$ cat src/rtl/ped_walk_ctrl.sv
// ped_walk_ctrl: pedestrian WALK/DONT_WALK sequencer slaved to the vehicle light phase
module ped_walk_ctrl #(
  parameter int CLK_PER_SEC = 10,
  parameter int WALK_SEC    = 4,
  parameter int FLASH_SEC   = 5,
  parameter int DEB_CYC     = 3,
  parameter int CW          = 4
) (
  input  logic          clk,
  input  logic          rstb,
  input  logic [1:0]    light,
  input  logic          ped_btn,
  output logic          walk,
  output logic          dont_walk,
  output logic [CW-1:0] countdown,
  output logic          req_pending,
  output logic          conflict,
  output logic          fault
);
  localparam int PW   = CLK_PER_SEC > 1 ? $clog2(CLK_PER_SEC) : 1;
  localparam int SMAX = WALK_SEC > FLASH_SEC ? WALK_SEC : FLASH_SEC;
  localparam int SW   = $clog2(SMAX + 1);
  localparam int DW   = $clog2(DEB_CYC + 1);

  typedef enum logic [2:0] {IDLE, WAIT_RED, WALK, FLASH, FAULT} state_t;

  state_t          state, state_n, idle_or_wait;
  logic            s1, s2, press, red_entry, active, abort, sec_end, phase_end, req_n;
  logic            walk_d, dont_walk_d, conflict_d, fault_d;
  logic [DW-1:0]   deb;
  logic [1:0]      light_q;
  logic [PW-1:0]   pre, pre_n;
  logic [SW-1:0]   sec, sec_n;
  logic [CW-1:0]   countdown_d;

  // deb saturates at DEB_CYC so a long hold yields a single press
  always_ff @(posedge clk or posedge rstb)
    if (rstb) begin
      s1  <= 1'b0;
      s2  <= 1'b0;
      deb <= '0;
    end else begin
      s1  <= ped_btn;
      s2  <= s1;
      deb <= !s2 ? '0 : (deb == DW'(DEB_CYC) ? deb : deb + DW'(1));
    end

  always_comb begin
    press        = s2 && deb == DW'(DEB_CYC - 1);
    red_entry    = light == 2'b00 && light_q != 2'b00;
    active       = state == WALK || state == FLASH;
    abort        = active && light != 2'b00 && light != 2'b11;
    sec_end      = pre == PW'(CLK_PER_SEC - 1);
    phase_end    = sec_end && sec == (state == WALK ? SW'(WALK_SEC - 1) : SW'(FLASH_SEC - 1));
    idle_or_wait = (req_pending || press) ? WAIT_RED : IDLE;
  end

  always_comb begin
    state_n = state;
    if (light == 2'b11) state_n = FAULT;
    else if (abort) state_n = idle_or_wait;
    else
      case (state)
        IDLE:     state_n = press ? WAIT_RED : IDLE;
        WAIT_RED: state_n = red_entry ? WALK : WAIT_RED;
        WALK:     state_n = phase_end ? FLASH : WALK;
        FLASH:    state_n = phase_end ? idle_or_wait : FLASH;
        default:  state_n = FAULT;
      endcase
    pre_n = (state_n == state && active) ? (sec_end ? '0 : pre + PW'(1)) : '0;
    sec_n = (state_n == state && active) ? sec + SW'(sec_end) : '0;
    req_n = (state == WAIT_RED && state_n == WALK) ? 1'b0 : (req_pending | press);
  end

  always_comb begin
    walk_d      = state_n == WALK;
    dont_walk_d = state_n == FLASH ? pre_n < PW'(CLK_PER_SEC / 2) : state_n != WALK;
    countdown_d = state_n == FLASH ? CW'(FLASH_SEC) - CW'(sec_n) : '0;
    conflict_d  = abort;
    fault_d     = state_n == FAULT;
  end

  always_ff @(posedge clk or posedge rstb)
    if (rstb) begin
      state       <= IDLE;
      light_q     <= 2'b00;
      pre         <= '0;
      sec         <= '0;
      req_pending <= 1'b0;
      walk        <= 1'b0;
      dont_walk   <= 1'b1;
      countdown   <= '0;
      conflict    <= 1'b0;
      fault       <= 1'b0;
    end else begin
      state       <= state_n;
      light_q     <= light;
      pre         <= pre_n;
      sec         <= sec_n;
      req_pending <= req_n;
      walk        <= walk_d;
      dont_walk   <= dont_walk_d;
      countdown   <= countdown_d;
      conflict    <= conflict_d;
      fault       <= fault_d;
    end
endmodule

$ cat config.mk
export PLATFORM = sky130hd
export DESIGN_NAME = ped_walk_ctrl
export DESIGN_NICKNAME = d
export VERILOG_FILES = /design/src/rtl/ped_walk_ctrl.sv
export SDC_FILE = /design/constraint.sdc
export NUM_CORES = 1
export LEC_CHECK = 0
export BUFFER_PORTS_ARGS = -buffer_cell sky130_fd_sc_hd__buf_2
export CORE_AREA = 3 3 58 60
export DETAILED_ROUTE_END_ITERATION = 10
export DIE_AREA = 0 0 61 63
export PLACE_DENSITY_LB_ADDON = 0.3
export SYNTH_ARGS = -nofsm -noshare
export SYNTH_HDL_FRONTEND = slang
export SYNTH_SLANG_ARGS = --single-unit
$ cat constraint.sdc
create_clock -name clk -period 2.2 [get_ports clk]
set_input_delay 0 -clock clk [delete_from_list [all_inputs] [get_ports clk]]
set_output_delay 0 -clock clk [all_outputs]
set_load 0.01 [all_outputs]
[Word-level counts from Yosys, hierarchy flattened]
Cells that the tools add are included.
Word-level totals
  register bits after elaboration: 25
  bits of input ports: 5
  output and inout port bits: 9
Cells by class
  add/subtract/negate cells: 4
  $lt $le $gt $ge: 1
  eq/ne operators: 15
  muxes and demuxes: 17
  bitwise gates (word level): 1
  reduce and logical (&&, ||, !) cells: 13
Operators by type and width (number)
  $eq A3 B2 Y1 const B: 4
  $mux W3: 4
  $mux W4: 3
  $pmux W3 S4: 1
  $mux W2: 4
  $logic_and A1 B1 Y1: 7
  $eq A2 B2 Y1 const B: 3
  $eq A3 B3 Y1: 2
  $mux W1: 5
  $add A4 B1 Y4 const B: 1
  $eq A4 B4 Y1 const B: 1
  $lt A4 B3 Y1 const B: 1
  $ne A2 B2 Y1 const B: 2
  $reduce_bool A2 Y1: 2
  $sub A3 B3 Y4 const A: 1
  $add A3 B1 Y3: 1
  $eq A3 B1 Y1 const B: 1
  $eq A3 B3 Y1 const B: 1
  $logic_not A3 Y1: 1
  $ne A3 B2 Y1 const B: 1
  $add A2 B1 Y2 const B: 1
  $logic_not A2 Y1: 1
  $logic_or A1 B1 Y1: 2
  $or A1 B1 Y1: 1

[Depth between registers and ports, before layout]
  depth after elaboration: 13
  gate-level depth with buffers: 10
  depth with buffers taken out: 10

[Worst setup path before layout]
OpenSTA, ideal clock, no wires.
  path kind: register to register
  start point: register deb[0]
  end point: register countdown[2]
  setup time: 0.088 ns
  arrival: 1.826 ns
  required time: 2.112 ns
  path slack: 0.286 ns
  stages on the path, launching flop included: 10
  period minus slack after synthesis: 1.914 ns
  path through: dfrtp_1 > inv_1 > ha_1 > a21oi_1 > o22ai_1 > a221oi_2 > o21ai_0 > nor2_1 > ha_1 > nor3b_1
Between the ends
  cells in the longest elaborated chain, start to end: 13
Ends and longest elaborated chain
  from (decl): line 30  | logic [DW-1:0] deb;
  from (signal assigned): line 45  | deb <= !s2 ? '0 : (deb == DW'(DEB_CYC) ? deb : deb + DW'(1));
  $eq A2 B2 Y1 (*): line 49  | press = s2 && deb == DW'(DEB_CYC - 1);
  $logic_and A1 B1 Y1 (*): line 49
  $logic_or A1 B1 Y1: line 55  | idle_or_wait = (req_pending || press) ? WAIT_RED : IDLE;
  $mux W1: line 55
  $mux W2: line 67  | FLASH: state_n = phase_end ? idle_or_wait : FLASH;
  $pmux W3 S4: line 63  | case (state)
  $mux W3 (*): line 61  | else if (abort) state_n = idle_or_wait;
  $mux W3 (*): line 60  | if (light == 2'b11) state_n = FAULT;
  $eq A3 B3 Y1 (*): line 71  | sec_n = (state_n == state && active) ? sec + SW'(sec_end) : '0;
  $logic_and A1 B1 Y1 (*): line 71
  $mux W3 (*): line 71
  via sec_n[2]: line 33  | logic [SW-1:0] sec, sec_n;
  $sub A3 B3 Y4 (*): line 78  | countdown_d = state_n == FLASH ? CW'(FLASH_SEC) - CW'(sec_n) : '0;
  $mux W4 (*): line 78
  via countdown_d[2]: line 34  | logic [CW-1:0] countdown_d;
  to (signal assigned): line 103  | countdown <= countdown_d;
  to (decl): line 15  | output logic [CW-1:0] countdown,
Mark *: on every way through the listed nets, which the timed path passes. The rest lies on a longest branch.
A chain may end at the register's enable or synchronous reset.

[Final worst setup path]
  start point: register pre[1]
  end point: register countdown[2]
Between the ends
  cells in the longest elaborated chain, start to end: 11
Ends and longest elaborated chain
  from (decl): line 32  | logic [PW-1:0] pre, pre_n;
  from (signal assigned): line 98  | pre <= pre_n;
  $eq A4 B4 Y1 (*): line 53  | sec_end = pre == PW'(CLK_PER_SEC - 1);
  $logic_and A1 B1 Y1: line 54  | phase_end = sec_end && sec == (state == WALK ? SW'(WALK_SEC - 1) : SW'(FLASH_SEC - 1));
  $mux W2 / $mux W1 (equally long branches): line 67, 66
  $pmux W3 S4: line 63
  $mux W3: line 61
  $mux W3: line 60
  $eq A3 B3 Y1: line 71
  $logic_and A1 B1 Y1: line 71
  $mux W3 (*): line 71
  via sec_n[1]: line 33
  $sub A3 B3 Y4 (*): line 78
  $mux W4 (*): line 78
  via countdown_d[2]: line 34
Marked as above.

==> flow_metrics.tcl <==
set metrics [dict create \
    cts_buffers 3 \
    worstHoldPathType "in2reg" \
    die_area_um2 3840 \
    route.detailed.drc 0 \
    rows 20 \
    endpoint_kind "register" \
    postLayoutCellArea_um2 1360 \
    netlist_instances 103 \
    synth_top_area_share_pct 52.4 \
    insertion_delay_ns 0.31 \
    cp-start-kind "register" \
    synth_cell_type_count 32 \
    ys_ff_latch 25 \
    io_pins 14 \
    synth_edf_count 0 \
    synthAdderAreaFrac_pct 8.52 \
    initial_utilization_pct 38.5 \
    fin_setup_tns_ns 0 \
    synth_nets 115 \
    die_h_um 63 \
    status "finished, final reports clean" \
    grt_pass1_wl_mm 3.44 \
    crit_path_cell_trace "inv_1 -> ha_1 -> nand3b_1 -> inv_2 -> nand3_1 -> a221oi_2 -> o21ai_2 -> nor2_2 -> ha_1 -> nor3b_1" \
    routedWlPerCell_um 12.2 \
    num_vias 781 \
    clock_skew_ns 0.00773 \
    synth_ff_type "dfrtp_1" \
    first_pass_iters 4 \
    dp_hpwl_mm 1.40 \
    die_x_um 61 \
    routed_wl_mm 1.96 \
    cp.arrival_ns 2.29 \
    cp_top_family "simple AND/OR/NAND/NOR gates" \
    cts.clk_slew.worst_paths_ns 0.13 \
    hold_viol_final 0 \
    worst-setup-path-type "reg2reg" \
    portBuffers 13 \
    p_leak_nw 0.644 \
    dp.cells 150 \
    syn_to_final_growth_pct 18.8 \
    crit_top_cell "ha_1" \
    synth_mux_area_share_pct 0 \
    synth_area_um2 1150 \
    synth-simple-area-share_pct 21.6 \
    ys_seq_area_share_pct 54.7 \
    synth_commonest_cells "24 x dfrtp_1, 11 x nor2_1, 9 x nand2_1" \
    finalSetupViolations 0 \
    yosysMostFrequentCell "dfrtp_1" \
    max_stage_delay_ns 0.42 \
    syn_area_per_cell_um2 11.1 \
    drv_slew 0 \
    drtIter0Drc 20 \
    fin_crit_sh_pct 93.7 \
    cts_tree "yes" \
    synth_compound_area_share_pct 9.06 \
    final_nets 141 \
    htree_levels 1 \
    place_area_um2 1260 \
    critPathMaxFanout 4 \
    cp_data_required_time_ns 2.43 \
    vdd_ir_drop_max_mv 0.358 \
    drive_gt1_share_pct 27.3 \
    power_mw 0.740 \
    power_density_nw_per_um2 543 \
    avgViaCountPerCell 4.85 \
    slew_headroom_pct 38.8 \
    grt_max_degree 26 \
    finalCriticalPeriod_ns 2.06 \
    cts_root_buf "clkbuf_4" \
    worst_pin_slew_ns 0.917 \
    fmax_mhz 485 \
    slowest_stage "dfrtp_1" \
    fin_cells 161 \
    antenna_cells 0 \
    final_util_pct 45.7 \
    ys_warn_count 0 \
    synth_xor_area_share_pct 3.82 \
    grt_use_total_pct 11.8 \
    antenna_found_initial 0 \
    yosys-top-cells-area "dfrtp_1 52%, ha_1 7.6%, nor2_1 3.6%" \
    cts_buffer_depth 2 \
    overflow 0 \
    cts_sinks 25 \
    async_reset_ff_share_pct 100 \
    core-area_um2 2980 \
    gp_congestion 0.852 \
    ant_nets 0 \
    cap_violations 0 \
    synth_top_area_cell "dfrtp_1" \
    worst-path-buf-inv 2 \
    grt_pass1_vias 800 \
    synth_top_family_by_area "simple AND/OR/NAND/NOR gates" \
]
-- where the power goes --
part / switching, mW / leakage, nW / internal, mW
clock network: 0.127 / 0.0150 / 0.0708
logic: 0.0332 / 0.310 / 0.0294
registers: 0.00847 / 0.319 / 0.471
total: 0.168 / 0.644 / 0.572
-- worst register-to-register path, stage by stage, from the launching register on --
cell and delay (ns):
dfrtp_1 0.42, inv_1 0.06, ha_1 0.13, nand3b_1 0.14, inv_2 0.10, nand3_1 0.09
a221oi_2 0.34, o21ai_2 0.11, nor2_2 0.16, ha_1 0.24, nor3b_1 0.19
-- placed cells by master, fill, tap and decap left out, drive strengths merged --
| cell type | n |
|---|---|
| maj3 | 1 |
| clkbuf | 4 |
| a221oi | 1 |
| nand3 | 3 |
| and2 | 4 |
| nor3 | 1 |
| o21ai | 4 |
| a211oi | 1 |
| ha | 7 |
| nor3b | 1 |
| and3 | 5 |
| and2b | 3 |
| xnor2 | 4 |
| nand4bb | 2 |
| o22ai | 1 |
| a211o | 1 |
| dlygate4sd3 | 4 |
| o221a | 1 |
| buf | 17 |
| nand2 | 9 |
| nand4 | 1 |
| nor2 | 11 |
| dfstp | 1 |
| xor2 | 1 |
| dfrtp | 24 |
| nor4 | 1 |
| inv | 7 |
| a21oi | 4 |
| nand2b | 2 |
| a311oi | 1 |
| nand3b | 1 |
-- stage by stage --
stage | hold slack (ns) | worst slack [ns]
floorplan | 0.0266 | 0.286
global placement | 0.112 | 0.147
global route | 0.291 | -0.0187
finish | 0.318 | 0.139
CTS | 0.299 | 0.0443
detailed placement | 0.109 | 0.0935
-- final cells by class --
type                    instances  area (µm²)
well taps                      33        41.3
repair buffers                 21         135
clock buffers                   4        26.3
flip-flops and latches         25         627
multi-input cells              71         505
fillers                       290        1620
inverters                       7        26.3
-- cell families (layout without fill, tap and decap cells) --
| logic type | after synthesis | after routing |
|---|---|---|
| flip-flops | 25 | 25 |
| AO/OA/AOI/OAI | 14 | 14 |
| adder cells (fa/ha/maj) | 8 | 8 |
| XOR/XNOR | 5 | 5 |
| buffers and inverters | 7 | 32 |
| AND/OR/NAND/NOR | 44 | 44 |
-- metal layers --
metal,share of wire [%],global-route usage [%],vias up
li1,-,-,406
met2,45,18.3,18
met4,1.9,4.88,0
met5,0,0,-
met1,50,15.7,352
met3,3.1,2.48,5
-- registers in the layout (all words and copies together) (netlist names) --
register     flops
sec              3
pre              4
req_pending      1
walk             1
light_q          2
deb              2
state            3
s1               1
conflict         1
fault            1
s2               1
dont_walk        1
countdown        4
-- final timing paths --
check                            startpoint                      to  slack, ns  cells past startpoint
min reg2reg                    s1$_DFF_PP0_            s2$_DFF_PP0_       0.37                      0
min in group asynchronous              rstb            s1$_DFF_PP0_       0.41                      3
min                                 ped_btn            s1$_DFF_PP0_       0.32                      2
max reg2reg                pre[1]$_DFF_PP0_  countdown[2]$_DFF_PP0_       0.14                     10
max                        pre[1]$_DFF_PP0_  countdown[2]$_DFF_PP0_       0.14                     10
max in group asynchronous              rstb  countdown[0]$_DFF_PP0_       1.22                      3
-- what timing repair did --
action                                 CTS  global route
setup buffers                            0             3
endpoints found under the hold margin   27             0
setup endpoints to repair                0             2
hold buffers                             4             0
resized for setup                        0             6
No activity file was read; power rests on OpenSTA's default activity.
